--- src/rtl/cla_serial_adder_ctrl.sv ---
// Multi-precision add/subtract that reuses one 4-bit carry-lookahead block
// across the operand nibbles, LS nibble first, with valid/ready on both sides.

module cla4 (
  input  logic [3:0] i_a,
  input  logic [3:0] i_b,
  input  logic       i_c,
  output logic [3:0] o_s,
  output logic       o_c
);
  logic [3:0] w_p, w_g;
  logic [3:0] w_c;

  assign w_p = i_a ^ i_b;
  assign w_g = i_a & i_b;

  assign w_c[0] = i_c;
  assign w_c[1] = w_g[0] | (w_p[0] & i_c);
  assign w_c[2] = w_g[1] | (w_p[1] & w_g[0]) | (w_p[1] & w_p[0] & i_c);
  assign w_c[3] = w_g[2] | (w_p[2] & w_g[1]) | (w_p[2] & w_p[1] & w_g[0])
                | (w_p[2] & w_p[1] & w_p[0] & i_c);
  assign o_c    = w_g[3] | (w_p[3] & w_g[2]) | (w_p[3] & w_p[2] & w_g[1])
                | (w_p[3] & w_p[2] & w_p[1] & w_g[0])
                | (w_p[3] & w_p[2] & w_p[1] & w_p[0] & i_c);
  assign o_s    = w_p ^ w_c;
endmodule

module cla_serial_adder_ctrl #(
  parameter int unsigned NIBBLES = 4
) (
  input  logic                 clk,
  input  logic                 rst_n,
  input  logic                 in_valid,
  output logic                 in_ready,
  input  logic [4*NIBBLES-1:0] a,
  input  logic [4*NIBBLES-1:0] b,
  input  logic                 cin,
  input  logic                 sub,
  output logic                 out_valid,
  input  logic                 out_ready,
  output logic [4*NIBBLES-1:0] sum,
  output logic                 cout,
  output logic                 ovf
);
  localparam int unsigned W  = 4 * NIBBLES;
  localparam int unsigned IW = (NIBBLES > 1) ? $clog2(NIBBLES) : 1;

  typedef enum logic [1:0] {IDLE, RUN, DONE} state_t;

  state_t          r_state, w_next;
  logic [W-1:0]    r_a, r_b, r_sum;
  logic            r_carry, r_cout, r_ovf;
  logic [IW-1:0]   r_idx;
  logic [IW+1:0]   w_base;
  logic [3:0]      w_a_nib, w_b_nib, w_s;
  logic            w_c, w_last;

  assign w_base  = {r_idx, 2'b00};
  assign w_a_nib = r_a[w_base +: 4];
  assign w_b_nib = r_b[w_base +: 4];
  assign w_last  = (r_idx == IW'(NIBBLES - 1));

  cla4 u_cla (
    .i_a (w_a_nib),
    .i_b (w_b_nib),
    .i_c (r_carry),
    .o_s (w_s),
    .o_c (w_c)
  );

  always_ff @(posedge clk or negedge rst_n) begin
    if (!rst_n) r_state <= IDLE;
    else        r_state <= w_next;
  end

  always_comb begin
    w_next = r_state;
    case (r_state)
      IDLE:    if (in_valid)  w_next = RUN;
      RUN:     if (w_last)    w_next = DONE;
      DONE:    if (out_ready) w_next = IDLE;
      default: w_next = IDLE;
    endcase
  end

  always_ff @(posedge clk or negedge rst_n) begin
    if (!rst_n) begin
      r_a     <= '0;
      r_b     <= '0;
      r_sum   <= '0;
      r_carry <= 1'b0;
      r_cout  <= 1'b0;
      r_ovf   <= 1'b0;
      r_idx   <= '0;
    end else begin
      case (r_state)
        IDLE: if (in_valid) begin
          r_a     <= a;
          r_b     <= sub ? ~b : b;
          r_carry <= sub ? 1'b1 : cin;
          r_idx   <= '0;
          r_sum   <= '0;
        end
        RUN: begin
          r_sum[w_base +: 4] <= w_s;
          r_carry            <= w_c;
          if (w_last) begin
            r_cout <= w_c;
            // The MSB of the final sum is w_s[3] this cycle, not yet in r_sum.
            r_ovf  <= (r_a[W-1] == r_b[W-1]) && (w_s[3] != r_a[W-1]);
          end else begin
            r_idx <= r_idx + IW'(1);
          end
        end
        default: ;
      endcase
    end
  end

  assign in_ready  = (r_state == IDLE);
  assign out_valid = (r_state == DONE);
  assign sum       = r_sum;
  assign cout      = r_cout;
  assign ovf       = r_ovf;
endmodule

--- config.mk ---
export PLATFORM = sky130hd
export DESIGN_NAME = cla_serial_adder_ctrl
export DESIGN_NICKNAME = d
export VERILOG_FILES = /design/src/rtl/cla_serial_adder_ctrl.sv
export SDC_FILE = /design/constraint.sdc
export NUM_CORES = 1
export LEC_CHECK = 0
export CORE_MARGIN = 2
export CORE_UTILIZATION = 40
export CTS_CLUSTER_DIAMETER = 80
export DETAILED_ROUTE_END_ITERATION = 10
export PLACE_DENSITY = 0.65
export SLEW_MARGIN = 40
export SYNTH_ARGS = -nofsm -noshare
export SYNTH_HDL_FRONTEND = slang
export SYNTH_SLANG_ARGS = --single-unit
--- constraint.sdc ---
create_clock -name clk -period 3.25 [get_ports clk]
set_input_delay 0.65 -clock clk [delete_from_list [all_inputs] [get_ports clk]]
set_output_delay 0.65 -clock clk [all_outputs]
set_load 0.01 [all_outputs]
# After elaboration in Yosys (flattened, before gate mapping)
# Cells that the tools add are included.
classes:
  bitwise_logic: 30
  n_addsub: 2
  reduce_logical: 8
  n_mux: 14
  n_eq_ne: 9
  shift: 4
op_table:
  columns: ["cell", "n"]
  rows:
  - ["2-to-1 mux 16 bit", 2]
  - ["one-hot mux 16 bit (2 select lines)", 1]
  - ["indexed part select 16 x 5 -> 4 bit", 2]
  - ["AND 1 bit", 16]
  - ["bitwise mux 16 bit", 1]
  - ["NOT 16 bit", 1]
  - ["variable shift 4 x 6 -> 16 bit (first input constant)", 1]
  - ["indexed part select 4 x 6 -> 16 bit", 1]
  - ["2-to-1 mux 2 bit", 5]
  - ["bitwise OR 1 bit", 10]
  - ["XOR 4 bit", 2]
  - ["inequality test 2 bit (second input constant)", 3]
  - ["negation 4 -> 6 bit", 1]
  - ["one-hot mux 2 bit (3 select lines)", 1]
  - ["AND reduction 2 bit", 3]
  - ["AND reduction 3 bit", 2]
  - ["AND 4 bit", 1]
  - ["equality test 2 bit (second input constant)", 2]
  - ["one-hot mux 2 bit (2 select lines)", 1]
  - ["adder 2 x 1 -> 2 bit (second input constant)", 1]
  - ["equality test 2 x 1 -> 1 bit (second input constant)", 1]
  - ["logical NOT 2 bit", 1]
  - ["2-to-1 mux 1 bit", 2]
  - ["inequality test 2 x 1 -> 1 bit (second input constant)", 1]
  - ["5 further kinds", 5]
word_totals:
  out_inout_bits: 20
  wordCells: 75
  regBits: 55
  in_bits: 38

# Longest topological paths before layout
depth:
  depth_word: 10
  mapped_depth: 7
  mapped_depth_nobuf: 6

# Cells and area by module
# Synthesis repeated with hierarchy kept, for this count alone.
hier_totals:
  cells_unflattened: 219
  area_unflattened_um2: 2732.6
by_module_without_submodules:
  columns: ["mod", "area_each_um2", "seq_area_each_um2", "n_inst", "cells_each"]
  rows:
  - ["cla_serial_adder_ctrl", 2585.0, 1376.3, 1, 202]
  - ["cla4", 147.6, 0.0, 1, 17]

# Worst setup path before layout
# No wires, ideal clock.
synth_timing:
  path_type: "register -> register"
  start: "register r_idx[0]"
  end: "register r_ovf, in the netlist ovf"
  path_stages_with_launch: 8
  setup_time_ns: 0.087
  period_less_slack_ns: 2.386
  t_required_ns: 3.163
  path_slack_ns: 0.864
  arrival_time_ns: 2.299
  path_buffers: 1
  cell_sequence: "dfrtp_1 -> buf_4 -> mux4_2 -> ha_1 -> a21oi_1 -> nor2_1 -> or3_1 -> o211ai_1"
synth_between:
  elab_chain_cells: 9
  elab_cells_between_ends: 17
  classes_between: "2 x eq/ne; 2 x shift; 11 x bitwise; 2 x reduce/logical"
synth_lines:
  columns: ["element", "line_no", "source"]
  rows:
  - ["start: declaration", "53", "logic [IW-1:0] r_idx;"]
  - ["start signal: assignment", "112", "r_idx <= r_idx + IW'(1);"]
  - ["indexed part select 16 x 5 -> 4 bit, on equally long branches", "59, 60", null]
  - ["XOR 4 bit or AND 4 bit (tied branches)", "14, 15", null]
  - ["AND 1 bit, on equally long branches", "20, 21", null]
  - ["bitwise OR 1 bit, or another cell as far along", "20", "assign w_c[3] = w_g[2] | (w_p[2] & w_g[1]) | (w_p[2] & w_p[1] & w_g[0])"]
  - ["bitwise OR 1 bit or AND 1 bit (tied branches)", "20, 21", null]
  - ["bitwise OR 1 bit", "21", "| (w_p[2] & w_p[1] & w_p[0] & i_c);"]
  - ["XOR 4 bit", "25", "assign o_s = w_p ^ w_c;"]
  - ["inequality test 1 bit", "110", "r_ovf <= (r_a[W-1] == r_b[W-1]) && (w_s[3] != r_a[W-1]);"]
  - ["logical AND 1 bit", "110", null]
  - ["end signal: assignment", "110", null]
  - ["end: declaration", "52", "logic r_carry, r_cout, r_ovf;"]
# Several ways; a longest one is shown, not always the timed one.
# A chain may end at the register's enable or synchronous reset.

# Worst setup path after layout
layout_timing:
  start: "register r_idx[0]"
  end: "register r_sum[3], in the netlist sum[3]"
layout_between:
  elab_chain_cells: 10
  elab_cells_between_ends: 25
  classes_between: "1 x add/sub; 4 x shift; 2 x mux; 18 x bitwise"
layout_lines:
  columns: ["element", "line_no", "source"]
  rows:
  - ["indexed part select 16 x 5 -> 4 bit, on equally long branches", "59, 60", null]
  - ["XOR 4 bit or AND 4 bit (tied branches)", "14, 15", null]
  - ["AND 1 bit, on equally long branches", "20, 21", null]
  - ["bitwise OR 1 bit, or another cell as far along", "20", null]
  - ["bitwise OR 1 bit or AND 1 bit (tied branches)", "20, 21", null]
  - ["bitwise OR 1 bit", "21", null]
  - ["XOR 4 bit", "25", null]
  - ["indexed part select 4 x 6 -> 16 bit", "105", "r_sum[w_base +: 4] <= w_s;"]
  - ["bitwise mux 16 bit (*)", "105", null]
  - ["one-hot mux 16 bit (2 select lines) (*)", "96", "case (r_state)"]
  - ["end signal: indexed assignment", "105", null]
  - ["end: declaration", "51", "logic [W-1:0] r_a, r_b, r_sum;"]
# Every way passes the cells marked *; elsewhere a longest branch is shown, timed or not.

==> impl_results.md <==
- Run status: finished, final reports clean
- Worst-path cell with the longest stage delay: sky130_fd_sc_hd__dfrtp_1
- Core ar.: 6720 µm²
- Final setup violation count: 0
- Width of the chip: 87.0 µm
- Endpoint of the most critical setup path: sum[3]
- Clock power share: 0.130
- Count of endpoints failing hold in the final timing report: 0
- PwrDens: 1020 nW/µm²
- Count of pins on the block boundary: 58
- Initial Util: 0.410
- Via count of the first global-routing pass: 1,968
- Synthesized area per cell: 12.2 µm²
- Peak supply drop: 0.384 mV
- Class of the worst hold path: input port to async pin
- Number of flip-flops and latches in the synthesized netlist: 55
- Synth Flop Type: sky130_fd_sc_hd__dfrtp_1
- Total negative setup slack: 0 ps
- Clock tree root buffer cell: sky130_fd_sc_hd__clkbuf_8
- Nature of the critical path endpoint: register
- Layout Area Growth over Synthesis: 26.5%
- Die Outline Area: 7560 µm²
- Number of optimization iterations in the first detailed-route pass: 4
- Switching portion of total power: 0.400
- Overall routed net length: 5460 µm
- Buf/Inv on CP: 0
- Arrival time of the worst setup path: 2950 ps
- GPL Wtd Cong: 0.854
- RSZ-0062 raised after global routing: false
- Clock slew at reported path FFs: 90 ps
- Most numerous cell types in the synthesized netlist: sky130_fd_sc_hd__dfrtp_1, sky130_fd_sc_hd__nor2_1, sky130_fd_sc_hd__a21oi_1
- Post-DRT Antenna Nets: 0
- Combinational group share of total power: 0.522
- Combined area of all synthesized cells: 2750 µm²
- Portion of the clock cycle consumed by the worst path in the final layout: 0.830
- Final count of pins violating max slew: 0
- Most area-hungry cell type in the Yosys netlist: sky130_fd_sc_hd__dfrtp_1
- Sinks on the clock net: 55
- Wire length on met1: 2400 µm
- Die extent in y: 87.0 µm
- Critical Path RT: 3500 ps
- Initial antenna violation count: 0
- Count of buffers from port buffering: 57
- FFs w/ async S/R, synth: 1.00
- Part of the Yosys area used for sequential elements: 0.500
- CP top delay family: flip-flops
- Clock Path Buffers: 2
- Number of hold buffers added after cts: 0
- Count of cells resized by post-cts repair: 0
- Number of buffers added by the clock tree synthesis step: 5
- HPWL reported at the end of detailed placement: 4200 µm
- Switching power: 1.43 mW
- Met2 WL: 2770 µm
- DP Worst Slack: 496 ps
- Reg-to-Reg End: sum[3]
- Worst Clk Skew: 6.27 ps
- Largest net degree at the start of global routing: 52
- Worst skew pair latency: 310 ps
- Category of the worst setup path launch point: register
- Worst slew pin tran: 572 ps
- Yosys Warn Count: 0
- Diodes inserted: 0
- Proportion of netlist area held by the largest area contributor: 0.500
- Count of flip-flops with a built-in enable after synthesis: 0
- Cell internal pwr: 2.14 mW
- Cells along the critical path: mux4_2, ha_1, a211oi_1, o21a_1, nor3_1, a22o_1
- Count leader, synth: sky130_fd_sc_hd__dfrtp_1
- Setup slack, reg-to-reg: 550 ps
- Remaining DRCs: 0
- Number of distinct library cells after synthesis: 35
- Final period demand of the worst path: 2700 ps
- Grt ovf: 0
- Violation count after the first detailed-routing iteration: 100
- Critical setup path kind: register to register
- Via count: 1,898
- Fraction of final layout cells sized beyond drive strength 1: 0.148
- Global-route wire length before repair: 9340 µm
- Biggest cell delay along the critical path: 680 ps
- Least setup slack across all paths after layout: 553 ps
- Register-to-Register Path Depth: 6
- Uppermost layer routed: met4
- Net count after synthesis: 273
- WL/cell: 15.1 µm
- Length of routed met3 wiring: 194 µm
- Normalized max-slew margin: 0.616
- Critical path fanouts, max: 10
- Cell types with the largest area share after synthesis: sky130_fd_sc_hd__dfrtp_1, sky130_fd_sc_hd__mux2_2, sky130_fd_sc_hd__mux4_2
- Number of setup buffers added after CTS: 0
- Max Freq: 371 MHz
- Static leakage: 1.46 nW
- Floorplan row count: 30
- Count of mapped cells out of synthesis: 225
- Crit path depth: 6
- Final nets: 330
- Crit path from: r_idx[0]
- Avg Vias per Cell: 5.23
- Total global routing track utilization: 0.160
- Reg power frac: 0.348
- Level count of the clock H-tree: 2
- Clock tree from TritonCTS: done
- R2r startpoint: r_idx[0]
- Max Cap Viol: 0
flip-flops by register name, summed over array words and instances, names as in the netlist:
signal / count
r_state: 2
r_b: 16
cout: 1
r_idx: 2
r_a: 16
ovf: 1
sum: 16
r_carry: 1
how the worst min path moves through the flow:
stage | depth (start not counted) | to | start | slack [ps]
after global placement | 2 | cout | cout | 470
after CTS | 1 | sum[15] | rst_n | 330
after detailed placement | 2 | cout | cout | 470
final | 1 | sum[15] | rst_n | 310
after global routing | 1 | sum[15] | rst_n | 360
after floorplan | 0 | cout | rst_n | 350
placed cells by master (no fill, tap or decap), drive strengths merged, types with 6 or more instances in the layout:
master,instances
mux2,17
ha,9
clkbuf,6
dfrtp,55
mux4,8
clkdlybuf4s50,56
nor2,23
xnor2,17
a22o,16
nand2,9
a21oi,22
o21ai,6
metrics by stage:
stage / hold WS (ps) / total power, mW / instance area (µm²) / util / std cells
6_report: 310 / 3.57 / 3480 / 0.518 / 363
4_1_cts: 329 / 3.62 / 3480 / 0.518 / 363
3_3_place_gp: 467 / 3.10 / 3360 / 0.501 / 355
3_5_place_dp: 472 / 3.15 / 3360 / 0.501 / 355
2_1_floorplan: 354 / 2.56 / 2750 / - / 225
5_1_grt: 356 / 3.89 / 3480 / 0.518 / 363
area by class of cell:
type	instances	area [µm²]
fillers	595	3240
flip-flops and latches	55	1380
multi-input cells	155	1280
repair buffers	61	596
well taps	80	100
clock buffers	6	82.6
clock inverters	2	35.0
inverters	4	15.0
kinds of logic after synthesis:
group	Yosys count	share of synthesized area
muxes	25	0.135
DFF	55	0.500
xor gates and xnor gates	18	0.0573
and+or+nand+nor	49	0.0968
adders and majority gates	10	0.0482
AOI/OAI and AO/OA	53	0.126
buffers and inverters	15	0.0364
per-layer routing:
metal / global-route usage / up-vias
li1: - / 922
met1: 0.206 / 925
met2: 0.269 / 43
met3: 0.0332 / 8
met4: 0.0540 / 0
met5: 0 / -
power groups by stage:
stage / combinational, mW / clock (mW) / sequential [mW]
final: 1.86 / 0.463 / 1.24
after global routing: 2.10 / 0.500 / 1.29
after CTS: 1.90 / 0.474 / 1.25
after detailed placement: 1.89 / 0 / 1.26
after global placement: 1.86 / 0 / 1.25
after floorplan: 1.41 / 0 / 1.14
Power figures use the tool's default switching activity.
